**config.mk**
```make
export PLATFORM = sky130hd
export DESIGN_NAME = mem_arb
export DESIGN_NICKNAME = d
export VERILOG_FILES = /design/src/rtl/mem_arb.sv
export SDC_FILE = /design/constraint.sdc
export NUM_CORES = 1
export LEC_CHECK = 0
export CORE_ASPECT_RATIO = 1.75
export CORE_MARGIN = 4
export CORE_UTILIZATION = 38
export CTS_BUF_LIST = sky130_fd_sc_hd__clkbuf_4
export CTS_CLUSTER_DIAMETER = 120
export DETAILED_ROUTE_END_ITERATION = 6
export HOLD_SLACK_MARGIN = 0.1
export PLACE_DENSITY_LB_ADDON = 0.3
export SLEW_MARGIN = 15
export SYNTH_ARGS = -nofsm -noshare
export SYNTH_HDL_FRONTEND = slang
export SYNTH_SLANG_ARGS = --single-unit
```
**constraint.sdc**
```tcl
create_clock -name clk -period 1.9 [get_ports clk]
set_clock_uncertainty 0.05 [all_clocks]
set_input_delay 0.19 -clock clk [delete_from_list [all_inputs] [get_ports clk]]
set_output_delay 0.19 -clock clk [all_outputs]
set_load 0.02 [all_outputs]
```
**src/rtl/mem_arb.sv**
```systemverilog
// ============================================================================
// Module   : mem_arb
// Brief    : Two-requester (fetch/data) arbiter onto a single memory port with
//            one outstanding transaction and anti-starvation for fetch.
// Revision : 1.0 - initial release
// ============================================================================
`default_nettype none

module mem_arb #(
    parameter int XLEN       = 32,
    parameter int STARVE_MAX = 4
) (
    input  logic            clk,
    input  logic            reset,
    input  logic            if_req_i,
    input  logic [XLEN-1:0] if_adr_i,
    output logic            if_gnt_o,
    output logic            if_rvalid_o,
    output logic [31:0]     if_rdata_o,
    input  logic            d_req_i,
    input  logic [XLEN-1:0] d_adr_i,
    input  logic            d_we_i,
    input  logic [XLEN-1:0] d_wdata_i,
    input  logic [2:0]      d_size_i,
    output logic            d_gnt_o,
    output logic            d_rvalid_o,
    output logic [XLEN-1:0] d_rdata_o,
    output logic            mem_req_o,
    output logic [XLEN-1:0] mem_adr_o,
    output logic            mem_we_o,
    output logic [XLEN-1:0] mem_wdata_o,
    output logic [2:0]      mem_size_o,
    input  logic            mem_gnt_i,
    input  logic            mem_rvalid_i,
    input  logic [XLEN-1:0] mem_rdata_i
);

    localparam int              c_SW         = (STARVE_MAX < 1) ? 1 : $clog2(STARVE_MAX + 1);
    localparam logic [c_SW-1:0] c_STARVE_MAX = c_SW'(STARVE_MAX);
    localparam logic [c_SW-1:0] c_STARVE_ONE = c_SW'(1);
    localparam logic            c_OWN_FETCH  = 1'b0;
    localparam logic            c_OWN_DATA   = 1'b1;
    localparam logic [2:0]      c_SIZE_WORD  = 3'b010;

    typedef enum logic [1:0] {
        S_IDLE = 2'd0,
        S_REQ  = 2'd1,
        S_WAIT = 2'd2
    } state_t;

    state_t          r_state;
    state_t          w_state_nxt;
    logic            r_owner;
    logic [XLEN-1:0] r_adr;
    logic            r_we;
    logic [XLEN-1:0] r_wdata;
    logic [2:0]      r_size;
    logic [c_SW-1:0] r_starve;

    logic w_any_req;
    logic w_fetch_win;
    logic w_gnt;
    logic w_done;

    assign w_any_req   = if_req_i | d_req_i;
    assign w_fetch_win = if_req_i & (~d_req_i | (r_starve == c_STARVE_MAX));

    always_comb begin
        w_state_nxt = r_state;
        w_gnt       = 1'b0;
        w_done      = 1'b0;
        case (r_state)
            S_IDLE: begin
                if (w_any_req) begin
                    w_state_nxt = S_REQ;
                end
            end
            S_REQ: begin
                w_gnt = mem_gnt_i;
                // A response arriving with the grant closes the whole transaction.
                w_done = mem_gnt_i & mem_rvalid_i;
                if (mem_gnt_i) begin
                    w_state_nxt = mem_rvalid_i ? S_IDLE : S_WAIT;
                end
            end
            S_WAIT: begin
                w_done = mem_rvalid_i;
                if (mem_rvalid_i) begin
                    w_state_nxt = S_IDLE;
                end
            end
            default: begin
                w_state_nxt = S_IDLE;
            end
        endcase
    end

    always_ff @(posedge clk) begin
        if (reset) begin
            r_state  <= S_IDLE;
            r_owner  <= c_OWN_DATA;
            r_adr    <= '0;
            r_we     <= 1'b0;
            r_wdata  <= '0;
            r_size   <= 3'b000;
            r_starve <= '0;
        end else begin
            r_state <= w_state_nxt;
            if (r_state == S_IDLE && w_any_req) begin
                if (w_fetch_win) begin
                    r_owner  <= c_OWN_FETCH;
                    r_adr    <= if_adr_i;
                    r_we     <= 1'b0;
                    r_wdata  <= '0;
                    r_size   <= c_SIZE_WORD;
                    r_starve <= '0;
                end else begin
                    r_owner <= c_OWN_DATA;
                    r_adr   <= d_adr_i;
                    r_we    <= d_we_i;
                    r_wdata <= d_wdata_i;
                    r_size  <= d_size_i;
                    if (if_req_i && r_starve != c_STARVE_MAX) begin
                        r_starve <= r_starve + c_STARVE_ONE;
                    end
                end
            end
        end
    end

    // Outputs are forced quiet while reset is high so a dropped access never leaks a pulse.
    assign mem_req_o   = ~reset & (r_state == S_REQ);
    assign mem_adr_o   = reset ? '0 : r_adr;
    assign mem_we_o    = ~reset & r_we;
    assign mem_wdata_o = reset ? '0 : r_wdata;
    assign mem_size_o  = reset ? 3'b000 : r_size;

    assign if_gnt_o    = ~reset & w_gnt  & (r_owner == c_OWN_FETCH);
    assign d_gnt_o     = ~reset & w_gnt  & (r_owner == c_OWN_DATA);
    assign if_rvalid_o = ~reset & w_done & (r_owner == c_OWN_FETCH);
    assign d_rvalid_o  = ~reset & w_done & (r_owner == c_OWN_DATA);

    assign d_rdata_o = mem_rdata_i;

    generate
        if (XLEN >= 32) begin : g_rdata_wide
            assign if_rdata_o = mem_rdata_i[31:0];
        end else begin : g_rdata_narrow
            assign if_rdata_o = {{(32 - XLEN){1'b0}}, mem_rdata_i};
        end
    endgenerate

endmodule

`default_nettype wire

```
# Yosys cells after proc, flatten, opt, wreduce, memory -nomap -nowiden
# Index checks and enable logic that the tools add are counted.
# word_totals
input_bits	138
wordCells	53
regBits	74
# classes
bitwise_logic	15
n_eq_ne	7
reduce_logical	6
mux	17
addsub	1
# op_table
operator	n
2-to-1 mux 32 bit	4
2-to-1 mux 3 bit	4
AND 1 bit	10
2-to-1 mux 2 bit	4
!= test 2 bit, second input constant	3
one-hot mux 2 bit (3 select lines)	1
adder 3 x 1 -> 3 bit, second input constant	1
equality test 3 bit, second input constant	1
2-to-1 mux 1 bit	3
!= test 3 bit, second input constant	1
NOT 1 bit	3
AND reduction 3 bit	1
equality test 2 x 1 -> 1 bit, second input constant	1
equality test 2 bit, second input constant	1
logical AND 1 bit	2
logical NOT 2 bit	1
OR 1 bit	2
one-hot mux 1 bit (2 select lines)	1
AND reduction 2 bit	1
nonzero test 2 bit	1

# Longest topological paths before layout
# Gate-level depths: netlist (run 1).
# depth
ltp_word	5
depth_mapped	7

# Least setup slack after synthesis (run 1)
# Ideal clock, no wire load.
# synth_timing
kind	reg2out
start	reg r_state[0]
end	out d_rvalid_o
setup_slack_ns	0.221
t_required_ns	1.660
arrival_time_ns	1.439
path_stages_with_launch	5
path_cell_list	dfxtp_1 -> inv_1 -> ha_1 -> nand2_1 -> nor4b_1
# synth_between
elab_chain_len	4
elab_cells_between_ends	5
cone_classes	eq/ne (2); mux (1); bitwise (2)
# synth_rtl
item	line	text
start, declared	51	state_t r_state;
start signal, assigned	108	r_state <= w_state_nxt;
equality test 2 bit / equality test 2 x 1 -> 1 bit (equally long branches)	72	case (r_state)
one-hot mux 1 bit (2 select lines) (*)	72	
AND 1 bit (*) (2 in a row)	141	assign d_rvalid_o = ~reset & w_done & (r_owner == c_OWN_DATA);
end, declared	26	output logic d_rvalid_o,
# Mark *: on every way between the ends. The rest lies on a longest branch, timed or not.

# Worst setup path after layout (run 1)
# layout_timing
start	reg r_state[1]
end	out d_rvalid_o
# Same word-level chain as after synthesis.

==> results.md, run 1 <==
* Status: complete, no violations
* Max-cap viol count at 0
* PwrDens at 668 nW/µm²
* CP arrival at 1.60 ns
* CP endpoint kind: output pin
* GP Congestion at 0.822
* Final Max Tran Viols at 0
* Number of DRC markers in iteration 0 at 182
* Ratio of final minimum period to clock period at 0.966
* Clk sink count at 74
* Setup Viol. Count Final at 0
* Total GRT Usage at 0.197
* DRT Pass-1 Iters at 5
* Largest net degree at the start of global routing at 48
* CP Class: flop to output pin
* CTS Root Cell: clkbuf_4
* Clk slew on worst S/H paths at 0.12 ns
* First-pass GRT wire length at 20200 µm
* TritonCTS clock tree: done
* Die Height at 148 µm
* Syn_area_per_cell at 7.84 µm²
* Post-synth ARST share at 0
* Syn Nets at 684
* Row cnt at 50
* Die width at 87.8 µm
* RSZ-0062 raised after global routing: true
* Worst VDD drop at 0.496 mV
* Yosys top cell by area: dfxtp_1
* Final core occ at 0.547
* Tmin final at 1.84 ns
* Final Hold Fails at 0
* Req. time, crit path at 1.66 ns
* Vias in the first global route at 4195
* Netlist cell types at 33
* Layout area overhead at 39.6%
* Min-delay worst type: primary input to flop
* Clock Tree Buf Depth at 2
* CP max FO at 3
* Full die area at 13000 µm²
* Worst slew pin tran at 0.455 ns
* Routed len/inst at 17.4 µm
* Yosys reg bits at 74
* WHS at 0.253 ns
* Max_slew headroom at 0.696
* Sequential cell area fraction in the yosys report at 0.349
* Layout cells sized above 1 at 0.0876
* Via-to-Cell Ratio at 5.39
* Top cells by count, synth: dfxtp_1, nor2b_1, buf_4
* Boundary Pins at 275
* Most common cell in the netlist: dfxtp_1
* Synth area leaders: dfxtp_1, buf_4, nor2b_1, a311oi_1, o211ai_1
* Number of synthesized flops with an enable pin at 0
* DRC viols at 0
* Core area at 10800 µm²
* Post-synthesis cell count at 541
* Leakage at 0.00209 µW
* Initial antenna violation count at 1
* Layout Cells excl Fill at 770
* Post-synth top area share at 0.349
* IO buf count at 178
* CTS HTree Levels at 3
* Setup crit start kind: flop
* Worst-Skew Late Latency at 0.41 ns
* Post-Syn Area at 4240 µm²
* Tot Pwr at 3950 µW
* Nets at 778
* Antenna-violating nets left at 0
* Fmax at 545 MHz
* Top FF cell, synth: dfxtp_1
* DP Cell Count at 753
* CTS Buf Count at 9
* Sum Neg Setup Slack at 0 ns
* Synth warn at 0
* CTS Hold Bufs at 0
* Drt total wl at 13400 µm
* DP HPWL at 9730 µm
* Starting Density at 0.392
* DR vias at 4148
* GRT overflow at 0
* Fill cells at 1026
where the power goes:
group          switching [µW]  internal (µW)
Clock                     528            282
Sequential               79.9           1720
Combinational             662            682
what timing repair did:
action	CTS	global route
resized for setup	22	19
setup buffers	0	1
endpoints found under the setup margin	5	6
cloned	0	0
pin swaps	0	4
path summary, 6_finish.rpt:
| kind | cells after the start | endpoint | slack, ns | from |
|---|---|---|---|---|
| setup / recovery | 5 | d_rvalid_o | 0.06 | r_state[1] |
| hold / removal | 3 | r_wdata[2] | 0.25 | reset |
| hold reg to reg | 2 | r_wdata[29] | 0.41 | r_wdata[29] |
| setup reg to reg | 6 | r_adr[29] | 0.21 | r_starve[0] |
layout by cell type (no fill, tap or decap), drive strengths merged, types with 2 or more instances in the layout:
cell / n
or3: 2
dfxtp: 74
buf: 27
clkinv: 3
o21ai: 34
o211ai: 35
clkdlybuf4s50: 171
clkbuf: 11
nor2b: 71
inv: 5
nand3: 32
nor2: 34
nor3b: 2
a311oi: 32
a21oi: 41
nand2: 41
ha: 5
nor3: 2
layer usage:
| metal | share of wire | vias to the layer above | global-route usage | wire [µm] |
|---|---|---|---|---|
| met5 | 0 | - | 0 | 0 |
| met4 | 0.064 | 0 | 0.151 | 849 |
| met3 | 0.061 | 83 | 0.0268 | 815 |
| met2 | 0.53 | 138 | 0.358 | 7080 |
| met1 | 0.35 | 1913 | 0.192 | 4620 |
| li1 | - | 2014 | - | - |
critical path, stage by stage, from the launching register on:
cell,delay [ns]
dfxtp_4,0.39
inv_4,0.05
ha_4,0.26
nand2_4,0.05
nor4b_4,0.25
buf_4,0.18
final cells by class:
type	instances	area [µm²]	share of cell area
multi-input cells	345	2100	0.355
repair buffers	200	2040	0.344
flip-flops and latches	74	1490	0.252
well taps	130	163	0.0275
clock buffers	11	82.6	0.0140
inverters	5	21.3	0.00359
clock inverters	4	20.0	0.00338
diodes	1	2.50	0.000423
cells by family (layout without fill, tap and decap cells):
logic type,Yosys count,after routing,synth area share
buffers and inverters,122,220,0.175
other,0,1,0
AO/OA/AOI/OAI,150,150,0.233
flip-flops,74,74,0.349
AND/OR/NAND/NOR,190,190,0.228
adder cells (fa/ha/maj),5,5,0.0148
stage by stage:
| stage | area, µm² | setup WS, ns |
|---|---|---|
| 2_1_floorplan | 4240 | 0.221 |
| 3_3_place_gp | 5740 | -0.0856 |
| 3_5_place_dp | 5740 | -0.113 |
| 4_1_cts | 5830 | -0.0195 |
| 5_1_grt | 5920 | -0.0165 |
| 6_report | 5920 | 0.0638 |
flip-flops by register name, indices dropped and copies added, names as in the netlist:
register	cells
r_owner	1
r_adr	32
r_we	1
r_wdata	32
r_state	2
r_size	3
r_starve	3
Note: power is estimated with default switching activity, not from simulation.
==> run 2: changes to the inputs <==
--- a/config.mk
+++ b/config.mk
@@ -12,7 +12,7 @@
 export CTS_CLUSTER_DIAMETER = 120
 export DETAILED_ROUTE_END_ITERATION = 6
 export HOLD_SLACK_MARGIN = 0.1
-export PLACE_DENSITY_LB_ADDON = 0.3
+export PLACE_DENSITY = 0.84
 export SLEW_MARGIN = 15
 export SYNTH_ARGS = -nofsm -noshare
 export SYNTH_HDL_FRONTEND = slang
==> results.md, run 2 (synthesis gave the netlist of run 1 again) <==
* RSZ-0062 raised after global routing: true
* Clk sink count at 74 (unchanged)
* Die Height at 148 µm (unchanged)
* Fmax at 533 MHz (-2.0%)
* Boundary Pins at 275 (unchanged)
* Initial antenna violation count at 1 (unchanged)
* Fill cells at 982 (-4.3%)
* GRT overflow at 0 (unchanged)
* Row cnt at 50 (unchanged)
* Layout area overhead at 42.3%
* Leakage at 0.00217 µW (+3.8%)
* Setup Viol. Count Final at 0 (unchanged)
* Tot Pwr at 4420 µW (+12%)
* Max_slew headroom at 0.751 (+0.0547)
* Hold path depth at 2 (-1)
* Largest regs: r_adr (32), r_wdata (32)
* Layout Cells excl Fill at 779 (+1.2%)
* Clk slew on worst S/H paths at 0.13 ns (about the same)
* Worst slew pin tran at 0.373 ns (-0.0823 ns)
* Largest net degree at the start of global routing at 58 (+21%)
* Nets at 786 (+1.0%)
* DP HPWL at 11000 µm (+13%)
* Worst VDD drop at 0.398 mV (-20%)
* Combinational share of power at 0.309 (-0.031)
* PwrDens at 733 nW/µm² (+9.7%)
* IO buf count at 178 (unchanged)
* DRC viols at 0 (unchanged)
* Req. time, crit path at 1.66 ns (about the same)
* Final Max Tran Viols at 0 (unchanged)
* First-pass GRT wire length at 22600 µm (+12%)
* Int Power at 3080 µW (+15%)
* Sequential share of power at 0.409 (-0.046)
* Min-delay worst type: primary input to flop
* Drt total wl at 15000 µm (+12%)
* DR vias at 4296 (+3.6%)
* TritonCTS clock tree: done
* Total GRT Usage at 0.225 (+0.0278)
* CTS Buf Count at 9 (unchanged)
* Routed len/inst at 19.3 µm (+11%)
* DP Cell Count at 757 (+0.53%)
* CTS HTree Levels at 3 (unchanged)
* Max-cap viol count at 0 (unchanged)
* Final Hold Fails at 0 (unchanged)
* Vias in the first global route at 4474 (+6.7%)
* Antenna-violating nets left at 0 (unchanged)
* Worst-Skew Late Latency at 0.42 ns (about the same)
* Full die area at 13000 µm² (unchanged)
* Clk pwr share at 0.282 (+0.077)
* Number of DRC markers in iteration 0 at 269 (+48%)
* Status: complete, no violations
* CTS Root Cell: clkbuf_4
* CP Class: flop to output pin
* GP Congestion at 0.832 (+1.2%)
* DRT Pass-1 Iters at 7 (+2)
* CP endpoint kind: output pin
* Layout cells sized above 1 at 0.0957 (+0.00804)
* Sw power at 1330 µW (+5.1%)
* Core area at 10800 µm² (unchanged)
* R2r worst-path depth at 6 (unchanged)
* Setup crit start kind: flop
* Clock Tree Buf Depth at 2 (unchanged)
* Starting Density at 0.392 (unchanged)
* Final core occ at 0.557 (+0.0105)
* Die width at 87.8 µm (unchanged)
* Sw Ratio at 0.302 (-0.0192)
* Most frequent cells in the layout: clkdlybuf4s50_1, dfxtp_1, nor2b_1
* Via-to-Cell Ratio at 5.51 (+2.4%)
* Tmin final at 1.87 ns (+0.0383 ns)
* Ratio of final minimum period to clock period at 0.987 (+0.0201)
* Most common cell after layout, fill and taps aside: clkdlybuf4s50_1
* CP max FO at 2 (-1)
* CP arrival at 1.63 ns (+0.03 ns)
run 2: cell count changes in the layout (fill, tap and decap cells not counted), sizes merged:
cell,previous run,this run
dlygate4sd3,0,2
bufinv,0,3
clkinv,3,2
buf,27,33
clkbuf,11,10
clkdlybuf4s50,171,170
dlymetal6s2s,1,2
run 2: timing repair:
action                                  4_1_cts  5_1_grt
gates cloned                                  0        0
endpoints found under the hold margin         2        0
gates resized for setup                      26       13
buffers inserted                              2        1
pin swaps                                     1        2
endpoints found under the setup margin        5       13
hold buffers                                  2        0
run 2: stage by stage:
stage	worst slack, ns	setup TNS, ns	cell area (µm²)	hold WS, ns
global route	-0.0365	-0.0667	6030	0.157
floorplan	0.221	0	4240	0.308
finish	0.0255	0	6030	0.161
global placement	-0.0253	-0.0253	5750	0.330
detailed placement	-0.138	-0.203	5750	0.330
CTS	0.00453	0	5980	0.120
run 2: path summary, 6_finish.rpt:
check	start	end	slack [ns]
max	r_state[1]	d_rvalid_o	0.03
min	reset	r_adr[20]	0.16
max reg2reg	r_starve[0]	r_adr[4]	0.16
min reg2reg	r_wdata[9]	r_wdata[9]	0.41
run 2: per-layer routing:
layer / share of wire / global-route usage
met1: 0.33 / 0.228
met2: 0.50 / 0.364
met3: 0.091 / 0.0714
met4: 0.084 / 0.188
met5: 0 / 0
run 2: area by class of cell:
| cell class | instances | area (µm²) | area share |
|---|---|---|---|
| diodes | 1 | 2.50 | 0.000415 |
| flip-flops and latches | 74 | 1490 | 0.246 |
| well taps | 130 | 163 | 0.0270 |
| repair buffers | 208 | 2090 | 0.346 |
| clock buffers | 10 | 75.1 | 0.0124 |
| inverters | 5 | 21.3 | 0.00353 |
| clock inverters | 6 | 105 | 0.0174 |
| multi-input cells | 345 | 2090 | 0.346 |
run 2: critical path, stage by stage, from the launching register on:
cell and delay (ns):
dfxtp_2 0.35, buf_4 0.13, ha_1 0.19, a21oi_1 0.27, nor4b_2 0.10, buf_4 0.17
run 2: power by group through the flow:
stage,Combinational (µW),Clock (µW),Sequential [µW]
2_1_floorplan,914,0,1810
3_3_place_gp,1290,0,1820
3_5_place_dp,1320,0,1830
4_1_cts,1340,1300,1800
5_1_grt,1480,1350,1820
6_report,1370,1250,1810
==> run 3: changes to the inputs <==
--- a/config.mk
+++ b/config.mk
@@ -5,14 +5,16 @@
 export SDC_FILE = /design/constraint.sdc
 export NUM_CORES = 1
 export LEC_CHECK = 0
+export CELL_PAD_IN_SITES_DETAIL_PLACEMENT = 1
+export CELL_PAD_IN_SITES_GLOBAL_PLACEMENT = 2
 export CORE_ASPECT_RATIO = 1.75
 export CORE_MARGIN = 4
-export CORE_UTILIZATION = 38
+export CORE_UTILIZATION = 19
 export CTS_BUF_LIST = sky130_fd_sc_hd__clkbuf_4
 export CTS_CLUSTER_DIAMETER = 120
 export DETAILED_ROUTE_END_ITERATION = 6
 export HOLD_SLACK_MARGIN = 0.1
-export PLACE_DENSITY = 0.84
+export PLACE_DENSITY = 0.82
 export SLEW_MARGIN = 15
 export SYNTH_ARGS = -nofsm -noshare
 export SYNTH_HDL_FRONTEND = slang
==> results.md, run 3 (synthesis gave the netlist of run 1 again) <==
* Sum Neg Setup Slack at 0 ns (unchanged)
* Largest net degree at the start of global routing at 54 (-6.9%)
* CTS Buf Count at 9 (unchanged)
* Worst setup margin at 0.0231 ns (-0.00244 ns)
* Clock Tree Buf Depth at 2 (unchanged)
* Layout area overhead at 47.7%
* Starting Density at 0.192 (-0.200)
* Fmax at 533 MHz (-0.13%)
* CP arrival at 1.64 ns (about the same)
* Register area at 1490 µm² (unchanged)
* Die width at 121 µm (+38%)
* GP Congestion at 0.749 (-10%)
* Max_slew headroom at 0.745 (-0.00608)
* DR vias at 4085 (-4.9%)
* Ratio of final minimum period to clock period at 0.988 (+0.00129)
* Routed len/inst at 17.0 µm (-12%)
* CTS HTree Levels at 3 (unchanged)
* Placement Cell Area at 6010 µm² (+4.5%)
* Nets at 782 (-0.51%)
* DRT Pass-1 Iters at 4 (-3)
* Slowest CP cell: dfxtp_2
* Die Height at 206 µm (+39%)
* Combinational share of power at 0.342 (+0.033)
* Clk sink count at 74 (unchanged)
* Max-cap viol count at 0 (unchanged)
* CTS Root Cell: clkbuf_4
* Clk slew on worst S/H paths at 0.13 ns (about the same)
* Sw power at 1380 µW (+3.2%)
* Crit-path cells: buf_4 -> ha_2 -> a21oi_2 -> nor4b_4 -> buf_4
* Int Power at 2660 µW (-14%)
* Sw Ratio at 0.341 (+0.0387)
* CP endpoint kind: output pin
* Setup crit start kind: flop
* Tmin final at 1.88 ns (+0.00244 ns)
* Worst slew pin tran at 0.382 ns (+0.00946 ns)
* Vias in the first global route at 4163 (-7.0%)
* Max incr delay on CP at 0.36 ns (about the same)
* Antenna-violating nets left at 0 (unchanged)
* Worst-Skew Late Latency at 0.46 ns (+0.04 ns)
* Total GRT Usage at 0.125 (-0.100)
* Most frequent CP cell: buf_4
* Number of DRC markers in iteration 0 at 161 (-40%)
* Clk pwr share at 0.213 (-0.069)
* Leakage at 0.00270 µW (+25%)
* Req. time, crit path at 1.66 ns (about the same)
* CP max FO at 2 (unchanged)
* RSZ-0062 raised after global routing: true
* Most common cell after layout, fill and taps aside: clkdlybuf4s50_1
* PwrDens at 645 nW/µm² (-12%)
* Boundary Pins at 275 (unchanged)
* DRC viols at 0 (unchanged)
* Core area at 22100 µm² (+100%)
* Min-delay worst type: primary input to flop
* Drt total wl at 16000 µm (+6.7%)
* Row cnt at 72 (+44%)
* First-pass GRT wire length at 23300 µm (+3.4%)
* Worst VDD drop at 0.252 mV (-37%)
* GRT overflow at 0 (unchanged)
* Fill cells at 2617 (+170%)
* CP Class: flop to output pin
* Tot Pwr at 4040 µW (-8.6%)
* Largest regs: r_adr (32), r_wdata (32)
* Setup Viol. Count Final at 0 (unchanged)
* TritonCTS clock tree: done
* Sequential share of power at 0.445 (+0.036)
* Full die area at 24900 µm² (+92%)
* IO buf count at 178 (unchanged)
* DP Worst Slack at -0.110 ns (+0.0280 ns)
* Final Hold Fails at 0 (unchanged)
* Area of the multi-input gates at 2110 µm² (+1.3%)
* Most frequent cells in the layout: clkdlybuf4s50_1, dfxtp_1, nor2b_1
* Via-to-Cell Ratio at 4.34 (-21%)
* DP HPWL at 11600 µm (+5.7%)
* Status: complete, no violations
* Final Max Tran Viols at 0 (unchanged)
* Initial antenna violation count at 2 (+1)
* Layout cells sized above 1 at 0.0901 (-0.00562)
* Fin area at 6260 µm² (+3.8%)
-- run 3: layer usage --
layer / global-route usage / up-vias / wire (µm)
met1: 0.114 / 1926 / 5470
met3: 0.0264 / 48 / 678
met2: 0.250 / 94 / 9350
met5: 0 / - / 0
li1: - / 2017 / -
met4: 0.0640 / 0 / 536
-- run 3: layout make-up --
class / instances / area share
Timing Repair Buffer: 204 / 0.346
Multi-Input combinational cell: 345 / 0.338
Sequential cell: 74 / 0.237
Tap cell: 296 / 0.0592
Clock buffer: 10 / 0.0120
Clock inverter: 6 / 0.00380
Inverter: 5 / 0.00340
Antenna cell: 2 / 0.000800
-- run 3: critical path, delay by kind of cell, from the launching register on --
| family | cells | cell delay [ns] |
|---|---|---|
| compound gates | 1 | 0.07 |
| fa+ha+maj | 1 | 0.20 |
| flops | 1 | 0.36 |
| buf+inv | 2 | 0.29 |
| simple gates | 1 | 0.25 |
-- run 3: timing repair --
action / 4_1_cts / 5_1_grt
endpoints found under the setup margin: 24 / 33
gates resized for setup: 51 / 39
buffers inserted: 1 / 0
pin swaps: 3 / 3
endpoints found under the hold margin: 7 / 0
hold buffers: 2 / 0
-- run 3: power by group through the flow --
stage          combinational [µW]  sequential [µW]  clock, µW
2_1_floorplan                 914             1810          0
3_3_place_gp                 1380             1820          0
3_5_place_dp                 1400             1830          0
4_1_cts                      1410             1800        939
5_1_grt                      1500             1820        995
6_report                     1380             1800        859
-- run 3: path summary, 6_finish.rpt --
| kind | start | end | slack, ns | cells after the start |
|---|---|---|---|---|
| setup / recovery | r_state[1] | d_rvalid_o | 0.02 | 5 |
| hold / removal | reset | r_wdata[19] | 0.22 | 3 |
| setup reg to reg | r_starve[0] | r_adr[15] | 0.20 | 6 |
| hold reg to reg | r_size[0] | r_size[0] | 0.41 | 2 |
-- run 3: through the flow --
step / util / hold slack (ns) / cells
6_report: 0.284 / 0.222 / 942
5_1_grt: 0.284 / 0.183 / 942
4_1_cts: 0.278 / 0.150 / 940
3_5_place_dp: 0.272 / 0.330 / 921
3_3_place_gp: 0.272 / 0.330 / 921
2_1_floorplan: - / 0.308 / 541
==> RTL edit: new RTL, config.mk and constraints of run 2 <==
`XLEN`: 32 -> 24.
--- a/src/rtl/mem_arb.sv
+++ b/src/rtl/mem_arb.sv
@@ -9,3 +9,3 @@
 module mem_arb #(
-    parameter int XLEN       = 32,
+    parameter int XLEN       = 24,
     parameter int STARVE_MAX = 4
Ports: changed (7 resized); port bits go from 275 to 219. The function was not compared with the original's and may differ.
==> RTL edit against run 2 <==
- total power decreased by 27%
- worst setup slack improved by 0.022 ns
- sequential cell count decreased by 16
- wire length decreased by 35%
- design area decreased by 21%
- combinational power decreased by 22%
- area after synthesis decreased by 20%
- largest cell class is now multi-input gates
==> RTL edit: results (changes against run 2) <==
fin nets=623 (-21%); leakage power=1.71 nW (-21%); Netlist cell types=34 (+3.0%); clk slew on worst S/H paths=0.09 ns (-0.04 ns); status=completed; WL/cell=15.3 microns (-20%); clk_lat worst skew=0.39 ns (-0.03 ns); vias in the first global route=3321 (-26%); Met2 Routed Length=5150 microns (-31%); Layout Cells excl Fill=635 (-18%); router iterations before antenna repair=4 (-3); uppermost layer routed=met4; gpl congestion=0.742 (-11%); data arrival time of the critical path=1.61 ns (-0.02 ns); Vias per Instance=5.14 (-6.8%); peak supply drop=322 uV (-19%); first-pass GRT wire length=15100 microns (-33%); worst-path maximum fanout=3 (+1); total CTS buffers=9 (unchanged); Crit. Startpoint=r_state[0]$_SDFFE_PP0P_; Synth top cells by count=58 x dfxtp_1, 56 x buf_4, 55 x nor2b_1, 33 x a21oi_1, 33 x nand2_1; htree depth=3 (unchanged); CTS root buffer=clkbuf_4; met3 routed WL=697 microns (-49%); Port Buffer Count=138 (-22%); DRT iter0 DRCs=131 (-51%); reg2reg start=r_state[1]$_SDFFE_PP0P_; sequential element share of the synthesized area=34.4% (-0.51 points); GR Util All Layers=18.3% (-4.2 points); share of layout cells above drive strength 1=10.1% (+0.49 points); top flop regs=r_adr: 24 flops, r_wdata: 24 flops; CTS max path bufs=2 (unchanged); leading post-synthesis cells by cell area=dfxtp_1 34%, buf_4 12%, nor2b_1 10%; met1 WL=3270 microns (-33%); pin count of the biggest net entering global routing=77 (+33%); hold_sp=reset; synth warn=0 (unchanged); syn avg cell area=7.81 sq um (-0.38%); HPWL Detailed=7020 microns (-36%)
[RTL edit: final timing paths]
| kind | endpoint | slack, ns | cells after the start |
|---|---|---|---|
| setup / recovery | d_rvalid_o | 0.05 | 5 |
| hold / removal | r_adr[7]$_SDFFE_PP0P_ | 0.15 | 2 |
| setup reg to reg | r_state[1]$_SDFFE_PP0P_ | 0.25 | 5 |
| hold reg to reg | r_wdata[12]$_SDFFE_PP0P_ | 0.40 | 2 |
[RTL edit: critical path, stage by stage, from the launching register on]
cell,delay [ns]
dfxtp_2,0.37
inv_2,0.06
ha_4,0.28
nand2_4,0.06
nor4b_4,0.27
buf_4,0.18
[RTL edit: layout make-up]
cell class | instances | area [sq um]
fill | 817 | 3900
multi-input combinational | 281 | 1710
timing repair buffer | 157 | 1620
sequential | 58 | 1160
tap | 117 | 146
clock buffer | 12 | 90.1
inverter | 5 | 21.3
clock inverter | 4 | 18.8
antenna | 1 | 2.50
[RTL edit: where the power goes]
| group | total (mW) | internal (mW) | switching, mW |
|---|---|---|---|
| Clock | 0.735 | 0.303 | 0.431 |
| Combinational | 1.07 | 0.545 | 0.530 |
| Sequential | 1.41 | 1.35 | 0.0614 |
[RTL edit: through the flow]
| stage | setup WS, ns | total power [mW] | util (%) | hold WS [ns] | instance area, sq um |
|---|---|---|---|---|---|
| floorplan | 0.221 | 2.15 | - | 0.308 | 3400 |
| global placement | -0.00579 | 2.45 | 53.0 | 0.330 | 4590 |
| detailed placement | -0.0778 | 2.48 | 53.0 | 0.330 | 4590 |
| CTS | 0.00298 | 3.23 | 54.5 | 0.109 | 4720 |
| global route | -0.0285 | 3.41 | 55.0 | 0.142 | 4770 |
| finish | 0.0478 | 3.22 | 55.0 | 0.153 | 4770 |
[RTL edit: cell families after synthesis]
| group | count (synthesis) | synth area share, % |
|---|---|---|
| buffers and inverters | 100 | 17.8 |
| and+or+nand+nor | 150 | 22.7 |
| other | 1 | 0.111 |
| AOI/OAI and AO/OA | 118 | 23.1 |
| adders and majority gates | 5 | 1.86 |
| DFF | 58 | 34.4 |
[RTL edit: metal layers]
metal | track usage, % | up-vias
li1 | - | 1608
met1 | 16.5 | 1471
met2 | 33.5 | 126
met3 | 3.75 | 58
met4 | 14.9 | 0
met5 | 0 | -
[RTL edit: timing repair]
action,4_1_cts,5_1_grt
pin swaps,0,2
endpoints found under the setup margin,5,4
hold endpoints to repair,1,0
hold buffers,1,0
gates resized for setup,22,13
buffers inserted,0,1
